**config.mk**
```make
export PLATFORM = sky130hd
export DESIGN_NAME = fetch_controller
export DESIGN_NICKNAME = d
export VERILOG_FILES = /design/src/rtl/riscv_pkg.sv /design/src/rtl/fetch_perf_counters.sv /design/src/rtl/fetch_controller.sv
export SDC_FILE = /design/constraint.sdc
export NUM_CORES = 1
export LEC_CHECK = 0
export ABC_AREA = 1
export CORE_UTILIZATION = 48
export CTS_CLUSTER_DIAMETER = 200
export DETAILED_ROUTE_END_ITERATION = 7
export PLACE_DENSITY = 0.9
export SLEW_MARGIN = 10
export SYNTH_ARGS = -nofsm -noshare
export SYNTH_HDL_FRONTEND = slang
export SYNTH_SLANG_ARGS = --single-unit
```
**constraint.sdc**
```tcl
create_clock -name clk -period 2.1 [get_ports clk]
set_input_delay 0.315 -clock clk [delete_from_list [all_inputs] [get_ports clk]]
set_output_delay 0.315 -clock clk [all_outputs]
set_load 0.02 [all_outputs]
```
**src/rtl/riscv_pkg.sv**
```systemverilog
// riscv_pkg: shared types and constants for the instruction-fetch slice.
//   fetch_state_e - fetch sequencer states (2-bit encoding)
//   XLEN          - address / instruction width
//   INSTR_BYTES   - bytes per instruction word (PC increment)
//   RESET_VECTOR  - default byte address loaded into the PC at reset
package riscv_pkg;

    localparam int XLEN        = 32;
    localparam int INSTR_BYTES = 4;

    localparam logic [31:0] RESET_VECTOR = 32'h0000_0000;

    typedef enum logic [1:0] {
        IDLE  = 2'd0,
        FETCH = 2'd1,
        VALID = 2'd2,
        DRAIN = 2'd3
    } fetch_state_e;

endpackage

```
**src/rtl/fetch_perf_counters.sv**
```systemverilog
// fetch_perf_counters: wrapping event counters for the fetch stage.
// Only instantiated when FETCH_PERF_CNT_EN is defined.
// Ports:
//   clk, rst_n     - core clock, asynchronous active-low reset
//   fetched_inc    - one instruction handed to decode this cycle
//   killed_inc     - one fetched/presented word discarded this cycle
//   perf_fetched   - count of instructions handed to decode
//   perf_killed    - count of discarded words
module fetch_perf_counters (
    input  logic        clk,
    input  logic        rst_n,
    input  logic        fetched_inc,
    input  logic        killed_inc,
    output logic [31:0] perf_fetched,
    output logic [31:0] perf_killed
);

    always_ff @(posedge clk or negedge rst_n) begin
        if (!rst_n) begin
            perf_fetched <= 32'd0;
            perf_killed  <= 32'd0;
        end else begin
            if (fetched_inc) perf_fetched <= perf_fetched + 32'd1;
            if (killed_inc)  perf_killed  <= perf_killed + 32'd1;
        end
    end

endmodule

```
**src/rtl/fetch_controller.sv**
```systemverilog
// fetch_controller: instruction-fetch sequencer. Owns the architectural PC,
// issues word requests to instruction memory (req/gnt), presents fetched
// instructions to decode (valid/ready) and applies redirects from execute,
// including killing an in-flight request.
//
// Optional feature macro: FETCH_PERF_CNT_EN adds perf_fetched/perf_killed.
//
// Ports:
//   clk, rst_n                      - core clock, async active-low reset
//   redirect_valid, redirect_target - PC redirect from execute
//   imem_req, imem_addr             - request to instruction memory
//   imem_gnt, imem_rdata            - memory completion and returned word
//   if_valid, if_pc, if_instr       - instruction presented to decode
//   if_ready                        - decode accepts the instruction
//   perf_fetched, perf_killed       - event counters (FETCH_PERF_CNT_EN only)
//
// state | meaning
// ------+-------------------------------------------------------------
// IDLE  | dead cycle after reset release, no request
// FETCH | requesting word at pc
// VALID | word held for decode, no request outstanding
// DRAIN | request at pc was killed; wait for its gnt, then go to target
module fetch_controller
    import riscv_pkg::*;
#(
    parameter logic [31:0] RESET_VECTOR = riscv_pkg::RESET_VECTOR,
    parameter int          XLEN         = riscv_pkg::XLEN
) (
    input  logic            clk,
    input  logic            rst_n,
    input  logic            redirect_valid,
    input  logic [XLEN-1:0] redirect_target,
    output logic            imem_req,
    output logic [XLEN-1:0] imem_addr,
    input  logic            imem_gnt,
    input  logic [XLEN-1:0] imem_rdata,
    output logic            if_valid,
    output logic [XLEN-1:0] if_pc,
    output logic [XLEN-1:0] if_instr,
    input  logic            if_ready
`ifdef FETCH_PERF_CNT_EN
    ,
    output logic [31:0]     perf_fetched,
    output logic [31:0]     perf_killed
`endif
);

    localparam logic [XLEN-1:0] ALIGN_MASK = ~XLEN'(INSTR_BYTES - 1);

    fetch_state_e    state, state_next;
    logic [XLEN-1:0] pc, pc_next;
    logic [XLEN-1:0] instr_q, instr_next;
    logic [XLEN-1:0] pend_target, pend_next;
    logic [XLEN-1:0] target;

    assign target = redirect_target & ALIGN_MASK;

    always_ff @(posedge clk or negedge rst_n) begin
        if (!rst_n) begin
            state       <= IDLE;
            pc          <= XLEN'(RESET_VECTOR);
            instr_q     <= '0;
            pend_target <= '0;
        end else begin
            state       <= state_next;
            pc          <= pc_next;
            instr_q     <= instr_next;
            pend_target <= pend_next;
        end
    end

    always_comb begin
        state_next = state;
        pc_next    = pc;
        instr_next = instr_q;
        pend_next  = pend_target;
        imem_req   = 1'b0;
        if_valid   = 1'b0;
        case (state)
            IDLE: begin
                state_next = FETCH;
            end
            FETCH: begin
                imem_req = 1'b1;
                if (redirect_valid) begin
                    if (imem_gnt) begin
                        // word returned for the old pc is dropped; refetch at target
                        pc_next = target;
                    end else begin
                        // pc keeps the killed address so imem_addr stays stable
                        pend_next  = target;
                        state_next = DRAIN;
                    end
                end else if (imem_gnt) begin
                    instr_next = imem_rdata;
                    state_next = VALID;
                end
            end
            VALID: begin
                if_valid = 1'b1;
                if (redirect_valid) begin
                    pc_next    = target;
                    state_next = FETCH;
                end else if (if_ready) begin
                    pc_next    = pc + XLEN'(INSTR_BYTES);
                    state_next = FETCH;
                end
            end
            DRAIN: begin
                imem_req = 1'b1;
                if (imem_gnt) begin
                    pc_next    = redirect_valid ? target : pend_target;
                    state_next = FETCH;
                end else if (redirect_valid) begin
                    pend_next = target;
                end
            end
            default: begin
                state_next = IDLE;
            end
        endcase
    end

    assign imem_addr = pc;
    assign if_pc     = pc;
    assign if_instr  = instr_q;

`ifdef FETCH_PERF_CNT_EN
    logic fetched_inc;
    logic killed_inc;

    assign fetched_inc = (state == VALID) && if_ready && !redirect_valid;
    assign killed_inc  = ((state == FETCH) && redirect_valid && imem_gnt) ||
                         ((state == DRAIN) && imem_gnt) ||
                         ((state == VALID) && redirect_valid);

    fetch_perf_counters u_perf (
        .clk          (clk),
        .rst_n        (rst_n),
        .fetched_inc  (fetched_inc),
        .killed_inc   (killed_inc),
        .perf_fetched (perf_fetched),
        .perf_killed  (perf_killed)
    );
`endif

endmodule
```
Word-level counts from Yosys, hierarchy flattened. Index checks and enable logic that the tools add are counted.

Reductions and logical operators: 8. $add $sub $neg: 1. Eq/ne operators: 11. Bitwise operators: 1. Muxes and demuxes: 20.

Operators with widths (count): $mux W32 (9); $pmux W32 S3 (1); $pmux W32 S2 (1); $add A32 B3 Y32 const B (1); $mux W2 (6); $ne A2 B2 Y1 const B (5); $ne A3 B3 Y1 const B (3); $pmux W2 S4 (1); $reduce_and A4 Y1 (2); $reduce_and A5 Y1 (1); $eq A2 B2 Y1 const B (2); $reduce_and A3 Y1 (1); $reduce_bool A3 Y1 (1); $eq A2 B1 Y1 const B (1); $logic_not A2 Y1 (1); $mux W1 (2); $reduce_bool A2 Y1 (1); $reduce_or A2 Y1 (1); $not A1 Y1 (1).

Logic and storage cells: 45. Flip-flop bits (word level): 98. Input port bits: 69. Output and inout port bits: 98.

Longest topological paths before layout. Gate-level depths: netlist of run 1.

Depth after elaboration: 4. Mapped depth: 12. Gate-level depth less buffers: 12.

Worst setup path before layout of run 1. Ideal clock, no wire load.

Path type: register -> register. Start: reg pc[2] (netlist: if_pc[2]). End: reg pc[28] (netlist: if_pc[28]). Slack: 0.360 ns. Data required time: 2.023 ns. Arrival time: 1.663 ns. Period minus slack after synthesis: 1.740 ns. Cell stages (with the launch flop): 12. Path buffers: 0. Path through: dfrtp_1 -> ha_1 -> nand2_1 -> nor2_1 -> nand2_1 -> nor2_1 -> nand3_1 -> nand2_1 -> nand3_1 -> nand2_1 -> nand2_1 -> a21oi_1.

Cells in the longest elaborated chain, start to end: 4.

RTL lines: start, declared (RTL line fetch_controller.sv:51) `logic [XLEN-1:0] pc, pc_next;`; start signal, assigned (RTL line fetch_controller.sv:61) `pc <= XLEN'(RESET_VECTOR);`; start signal, assigned (RTL line fetch_controller.sv:66) `pc <= pc_next;`; $add A32 B3 Y32 (RTL line fetch_controller.sv:105) `pc_next = pc + XLEN'(INSTR_BYTES);`; $mux W32 (RTL line fetch_controller.sv:104) `end else if (if_ready) begin`; $mux W32 (RTL line fetch_controller.sv:101) `if (redirect_valid) begin`; $pmux W32 S3 (RTL line fetch_controller.sv:79) `case (state)`.

No other way between the ends. The select of a mux whose other input is x is not followed. A chain may end at the register's enable or synchronous reset.

Worst setup path after layout of run 1.
Start: reg pc[2] (netlist: if_pc[2]). End: reg pc[18] (netlist: if_pc[18]).

Same word-level chain as after synthesis.

==> results of run 1 <==
[cell families (layout without fill, tap and decap cells)]
| logic type | Yosys count | after routing | share of synthesized area (%) |
|---|---|---|---|
| flip-flops | 98 | 98 | 42.2 |
| buffers and inverters | 128 | 260 | 11.0 |
| multiplexers | 11 | 11 | 2.39 |
| AO/OA/AOI/OAI | 127 | 127 | 12.4 |
| XOR/XNOR | 10 | 10 | 1.51 |
| adder cells (fa/ha/maj) | 1 | 1 | 0.215 |
| AND/OR/NAND/NOR | 457 | 457 | 30.3 |
[state kept, by name (all words and copies together) (netlist names)]
name / cells
if_pc: 32
state: 2
pend_target: 32
if_instr: 32
[cells in the final DEF, fill, tap and decap left out, drive strengths merged, types with 11 or more instances in the layout]
cell type,instances
nand2,343
o21ai,32
nor2,84
dfrtp,98
clkdlybuf4s50,162
inv,65
a21oi,60
nand3,26
mux2,11
a211oi,21
buf,20
[metal layers]
layer | share of wire (%) | global-route usage (%) | up-vias
met3 | 9.0 | 6.80 | 32
met1 | 40 | 33.2 | 2739
met5 | 0 | 0 | -
li1 | - | - | 2860
met4 | 1.9 | 10.5 | 0
met2 | 49 | 46.9 | 287
[path summary, 6_finish.rpt]
path	slack, ns	from	cells past startpoint	to
max in group asynchronous	0.99	rst_n	3	if_pc[21]
min in group clk	0.47	if_instr[20]	2	if_instr[20]
hold reg to reg	0.47	if_instr[20]	2	if_instr[20]
hold / removal	0.42	rst_n	2	if_pc[9]
setup reg to reg	0.19	if_pc[2]	10	if_pc[18]
setup / recovery	0.19	if_pc[2]	10	if_pc[18]
[what timing repair did]
action,in CTS,in global routing
hold buffers,1,0
setup endpoints to repair,1,4
resized for setup,1,2
hold endpoints to repair,27,0
cloned,0,0
setup buffers,0,0
[cells in the mapped netlist, drive strengths merged]
master,number,area share (%)
a211oi,21,2.7
xor2,6,0.90
inv,60,3.9
buf,49,5.9
nor3,1,0.086
clkbuf,19,1.2
xnor2,4,0.60
nand4,3,0.32
o21bai,2,0.26
nand3,26,2.2
mux2,11,2.4
ha,1,0.22
a21oi,60,5.3
o211ai,2,0.26
o21ai,32,2.8
o221ai,1,0.15
nor2,84,5.5
a31oi,6,0.65
o22ai,2,0.22
a21boi,1,0.13
dfrtp,98,42
nand2,343,22
[metrics by stage]
step | total power [W] | setup WS (ns) | cells | util (%)
after floorplan | 0.00741 | 0.360 | 832 | -
after global placement | 0.00974 | 0.0514 | 1090 | 64.1
after detailed placement | 0.00995 | 0.0140 | 1090 | 64.1
after CTS | 0.0117 | 0.159 | 1107 | 66.8
after global routing | 0.0125 | 0.0119 | 1107 | 66.9
final | 0.0117 | 0.190 | 1107 | 66.9
[layout make-up]
class | count | area [um^2] | share of cell area (%)
Timing Repair Buffer | 184 | 1870 | 24.0
Sequential cell | 98 | 2450 | 31.6
Clock buffer | 9 | 225 | 2.90
Tap cell | 143 | 179 | 2.30
Multi-Input combinational cell | 606 | 2740 | 35.2
Clock inverter | 7 | 81.3 | 1.05
Inverter | 60 | 225 | 2.90
[power groups by stage]
| stage | clock, W | combinational, W | sequential (W) |
|---|---|---|---|
| 2_1_floorplan | 0 | 0.00316 | 0.00425 |
| 3_3_place_gp | 0 | 0.00603 | 0.00372 |
| 3_5_place_dp | 0 | 0.00620 | 0.00375 |
| 4_1_cts | 0.00176 | 0.00625 | 0.00374 |
| 5_1_grt | 0.00185 | 0.00676 | 0.00389 |
| 6_report | 0.00175 | 0.00624 | 0.00376 |
==> results.cfg, run 1 <==
[floorplan]
fp.dieW_um = 112
dieArea_um2 = 12600
start_util_pct = 50.1
ios = 167
num_rows = 39
die_y_um = 112
core-area_um2 = 11600

[worst_setup_path]
crit_slowest_cell = dfrtp_1
path_class = reg -> reg
startpoint_type = flop
critical-path-max-stage-delay_ns = 0.37
worstPathMaxFanout = 4
crit_top_cell = nand2_1
crit_chain = ha_1 > nand2_1 > nor2_1 > nand2_1 > nor2_1 > xor2_1 > nand2_1 > nand2_1 > nand2_1 > a21oi_1
critPathCaptureType = flop
required_ns = 2.37
worstPathArrival_ns = 2.18
critPathTopFamily = simple AND/OR/NAND/NOR gates
path_buf_inv = 0

[global_route]
grt_first_pass_wirelength_um = 27600
grt_overflow = 0
grt_max_degree = 51
antenna_found_initial = 0
track_usage_pct = 27.3
grt_pass1_vias = 5963

[cts]
clock_sinks = 98
cts_buffers = 9
clk_latency_ns = 0.35
htreeDepth = 3
cts_tree = done
clockRootBuffer = clkbuf_16
cts.clk_slew.worst_paths_ns = 0.07
clockBufferDepth = 2

[timing]
setup_violations = 0
finClkSkew_ns = 0.00556
max_freq_ghz = 0.524
tightest_slew_ns = 0.372
fin_setup_tns_ns = 0
report.final.slew_viol_count = 0
hold_ws_ns = 0.420
timing_hold_violations_final = 0
min_period_ns = 1.91
rsz0062_at_grt = false
slew_headroom_pct = 75.2
post-route-period-util_pct = 90.9

[flow_run]
drv_cap = 0

[yosys]
syn_nets = 902
ys_ff_latch = 98
synth_cell_types = 31
netlist_area_um2 = 5810
syn_inst = 832
synth.avg_cell_area_um2 = 6.99
synth-warning-count = 0
ys_seq_area_share_pct = 42.2

[finish]
nFillCells = 965
syn2layout_area_growth_pct = 33.5
final_layout_size_suffix_gt1_share_pct = 5.91
antenna_cells = 0
final_cell_area_um2 = 7760
nets = 1029

[route]
ant_nets = 0
routed_wl_um = 16300
vias = 5918
drc_errors = 9
vias_per_cell = 5.35
wl_per_cell_um = 14.8
drt-initial-drc-count = 553
dr.pass1.iters = 7

[power_and_ir_drop]
p_switching_w = 0.00521
pwr-share-seq_pct = 32.0
p_sw_share_pct = 44.4
cellLeakagePower_nw = 3.61
clockPowerShare_pct = 14.9
max-vdd-ir-drop_uv = 778
power.internal_w = 0.00653
combPwrFrac_pct = 53.1
power_density_nw_per_um2 = 1510

[min_path]
hold_path_class = in -> async

[place]
portBuffers = 164
dp_hpwl_um = 11700
placed_area_um2 = 7450
place.gp.congestion = 0.937

[run_status]
violations = DRC
status = complete, but fails checks
No activity file was read; power rests on OpenSTA's default activity.
==> run 2: changes to the inputs <==
- CORE_UTILIZATION: 48 -> 31
- GPL_ROUTABILITY_DRIVEN: default -> 0
- PLACE_DENSITY: 0.9 -> 0.65
==> results.cfg, run 2 (same netlist as run 1, synthesis figures left out) <==
[timing]
post-route-period-util_pct = 89.7
rsz0062_at_grt = false
report.final.slew_viol_count = 0
tightest_slew_ns = 0.499
slew_headroom_pct = 66.7
max_freq_ghz = 0.531
timing_hold_violations_final = 0
finClkSkew_ns = 0.0117
fin_setup_tns_ns = 0
setup_ws_ns = 0.217
setup_violations = 0
min_period_ns = 1.88

[worst_setup_path]
path_class = reg -> out
worstPathMaxFanout = 8
critPathCaptureType = output pin
critPathTopFamily = buffers and inverters
startpoint_type = flop
critical-path-max-stage-delay_ns = 0.69
required_ns = 1.78
crit_chain = clkdlybuf4s50_1
crit_slowest_cell = clkdlybuf4s50_1
worstPathArrival_ns = 1.57
ff2ff_setup_slack_ns = 0.24
path_buf_inv = 1

[finish]
layout_commonest_cell = nand2_1
fin_cells = 1202
nets = 1038
seq_area_um2 = 2450
postLayoutCoreUtil_pct = 43.5
antenna_cells = 0
syn2layout_area_growth_pct = 35.8
layout_common_cells = nand2_1 (342), clkdlybuf4s50_1 (162), dfrtp_1 (98)
multi_input_area_um2 = 2740
nFillCells = 1860
final_layout_size_suffix_gt1_share_pct = 6.68

[power_and_ir_drop]
max-vdd-ir-drop_uv = 711
power_w = 0.0116
power_density_nw_per_um2 = 1460
cellLeakagePower_nw = 3.63

[global_route]
grt_first_pass_wirelength_um = 28500
track_usage_pct = 18.5
grt_overflow = 0
grt_max_degree = 54
antenna_found_initial = 0
grt_pass1_vias = 5614

[cts]
clk_latency_ns = 0.36
htreeDepth = 3
clockRootBuffer = clkbuf_16
cts_tree = done
clock_sinks = 98
cts.clk_slew.worst_paths_ns = 0.08
clockBufferDepth = 2
cts_buffers = 9

[run_status]
violations = DRC
status = complete, but fails checks

[route]
wl_per_cell_um = 14.2
drt-initial-drc-count = 427
dr.pass1.iters = 8
routed_wl_um = 17100
vias_per_cell = 4.82
ant_nets = 0
drc_errors = 9
vias = 5794

[flow_run]
drv_cap = 0

[floorplan]
start_util_pct = 32.0
ios = 167
core-area_um2 = 18100
fp.dieW_um = 139
num_rows = 49
dieArea_um2 = 19300
die_y_um = 139

[place]
portBuffers = 164
dp_hpwl_um = 12400
place_ws_ns = 0.106
dp_cells = 1185

[min_path]
hold_path_class = in -> async
[run 2: changes by cell type in the layout (fill, tap and decap cells not counted), sizes merged]
| cell | previous run | this run |
|---|---|---|
| buf | 20 | 29 |
| bufinv | 1 | 0 |
| clkinv | 1 | 3 |
| clkinvlp | 0 | 1 |
| inv | 65 | 63 |
[run 2: report_power, final]
group	switching, W	total (W)	internal, W	leakage [nW]
Combinational	0.00338	0.00618	0.00280	2.31
Sequential	0.000943	0.00373	0.00278	1.18
Clock	0.000818	0.00165	0.000828	0.140
[run 2: through the flow]
stage          area [um^2]  hold slack (ns)
2_1_floorplan         5810           0.0194
3_3_place_gp          7600            0.318
3_5_place_dp          7600            0.327
4_1_cts               7890            0.473
5_1_grt               7890            0.491
6_report              7890            0.461
[run 2: area by class of cell]
cell class | count | area share [%]
multi-input cells | 606 | 34.6
flip-flops and latches | 98 | 31.1
repair buffers | 193 | 24.2
well taps | 229 | 3.63
clock buffers | 9 | 2.85
inverters | 60 | 2.85
clock inverters | 7 | 0.777
[run 2: metal layers]
metal,share of wire [%],global-route usage [%]
met1,43,23.4
met2,46,30.5
met3,9.1,5.01
met4,1.8,6.26
met5,0,0
[run 2: timing repair]
action	CTS	global route
endpoints found under the setup margin	1	1
gates resized for setup	1	1
buffers inserted	0	0
hold buffers	1	0
endpoints found under the hold margin	30	0
[run 2: final timing paths]
path / to / depth (start not counted) / startpoint
setup / recovery: imem_addr[4] / 1 / if_pc[4]
hold / removal: state[1] / 2 / rst_n
setup reg to reg: if_pc[18] / 10 / if_pc[2]
hold reg to reg: if_instr[27] / 2 / if_instr[27]
max in group asynchronous: if_pc[16] / 3 / rst_n
min in group clk: if_instr[27] / 2 / if_instr[27]
==> run 3: changes to the inputs <==
- CTS_CLUSTER_SIZE: default -> 10
- GPL_ROUTABILITY_DRIVEN: 0 -> default
- RECOVER_POWER: default -> 100
==> results.cfg, run 3 (same netlist as run 1, synthesis figures left out) <==
[floorplan]
dieArea_um2 = 19300
core-area_um2 = 18100
fp.dieW_um = 139
die_y_um = 139
num_rows = 49
start_util_pct = 32.0
ios = 167

[cts]
cts_tree = done
clock_sinks = 98
postCtsSetupBuffers = 0
htreeDepth = 3
clockBufferDepth = 2
cts_buffers = 9
cts.clk_slew.worst_paths_ns = 0.07
clk_latency_ns = 0.36
clockRootBuffer = clkbuf_16

[global_route]
grt_max_degree = 54
grt_first_pass_wirelength_um = 28400
grt_pass1_vias = 5572
antenna_found_initial = 0
grt_overflow = 0
track_usage_pct = 18.5

[timing]
tightest_slew_ns = 1.16
fin_setup_tns_ns = 0
setup_ws_ns = 0.177
report.final.slew_viol_count = 0
rsz0062_at_grt = false
slew_headroom_pct = 22.5
min_period_ns = 1.92
finClkSkew_ns = 0.00884
timing_hold_violations_final = 0
setup_violations = 0
max_freq_ghz = 0.520
post-route-period-util_pct = 91.6

[min_path]
hold_path_end = if_instr[27]
worstHoldPathCells = 2
hold_path_class = reg -> reg
hold_path_startpoint = if_instr[27]

[route]
wl_per_cell_um = 14.3
drt-initial-drc-count = 430
ant_nets = 0
dr.pass1.iters = 8
vias = 5761
drc_errors = 9
routed_wl_um = 17100
vias_per_cell = 4.80

[worst_setup_path]
cp.depth = 1
worstPathArrival_ns = 1.61
ff2ff_setup_slack_ns = 0.23
startpoint_type = flop
critPathCaptureType = output pin
path_buf_inv = 1
required_ns = 1.78
timing.rr.end = pend_target[14]
path_class = reg -> out
critPathTopFamily = buffers and inverters
worstPathMaxFanout = 8
critical-path-max-stage-delay_ns = 0.74
crit_slowest_cell = dlygate4sd3_1
crit_chain = dlygate4sd3_1
reg2reg_depth = 6
r2r_start = state[1]

[finish]
layout_common_cells = nand2_1 (343), dlygate4sd3_1 (98), dfrtp_1 (98)
antenna_cells = 0
syn2layout_area_growth_pct = 35.1
nets = 1036
layout_commonest_cell = nand2_1
final_layout_size_suffix_gt1_share_pct = 5.67

[run_status]
violations = DRC
status = complete, but fails checks

[power_and_ir_drop]
cellLeakagePower_nw = 3.65
max-vdd-ir-drop_uv = 621
power_density_nw_per_um2 = 1420

[place]
place.gp.congestion = 0.912
portBuffers = 164
dp_hpwl_um = 12500
place_ws_ns = 0.00866

[flow_run]
drv_cap = 0
## run 3: timing repair
item	CTS	global route
endpoints found under the hold margin	40	0
resized for setup	1	1
setup endpoints to repair	1	2
cloned	0	0
hold buffers	1	0
## run 3: report_power, final
part	internal [W]	switching (W)
sequential	0.00278	0.000911
clock	0.000800	0.000783
combinational	0.00246	0.00338
## run 3: worst max path at each step
stage | end | slack [ns] | startpoint
5_1_grt | if_pc[18] | 0.06 | if_pc[3]
6_report | if_pc[4] | 0.18 | if_pc[4]
3_3_place_gp | pend_target[31] | 0.03 | redirect_valid
2_1_floorplan | if_pc[28] | 0.36 | if_pc[2]
3_5_place_dp | pend_target[31] | 0.009 | redirect_valid
4_1_cts | if_pc[28] | 0.15 | if_pc[2]
## run 3: final cells by class
class	instances	area, um^2
Fill cell	1844	10300
Multi-Input combinational cell	606	2710
Sequential cell	98	2450
Timing Repair Buffer	191	1910
Tap cell	229	287
Clock buffer	9	225
Inverter	60	225
Clock inverter	6	45.0
## run 3: metrics by stage
stage | hold slack, ns | area, um^2 | std cells | total power (W) | util, %
floorplan | 0.0194 | 5810 | 832 | 0.00741 | -
global placement | 0.360 | 7620 | 1183 | 0.00992 | 42.0
detailed placement | 0.357 | 7620 | 1183 | 0.0100 | 42.0
CTS | 0.475 | 7900 | 1199 | 0.0116 | 43.5
global route | 0.481 | 7850 | 1199 | 0.0120 | 43.3
finish | 0.463 | 7850 | 1199 | 0.0111 | 43.3
## run 3: routing by layer
| layer | wire (um) | up-vias | share of wire, % | GRT usage (%) |
|---|---|---|---|---|
| met2 | 7900 | 222 | 46 | 30.5 |
| met5 | 0 | - | 0 | 0 |
| met3 | 1450 | 22 | 8.5 | 5.18 |
| met4 | 260 | 0 | 1.5 | 5.85 |
| li1 | - | 2881 | - | - |
| met1 | 7480 | 2636 | 44 | 23.3 |
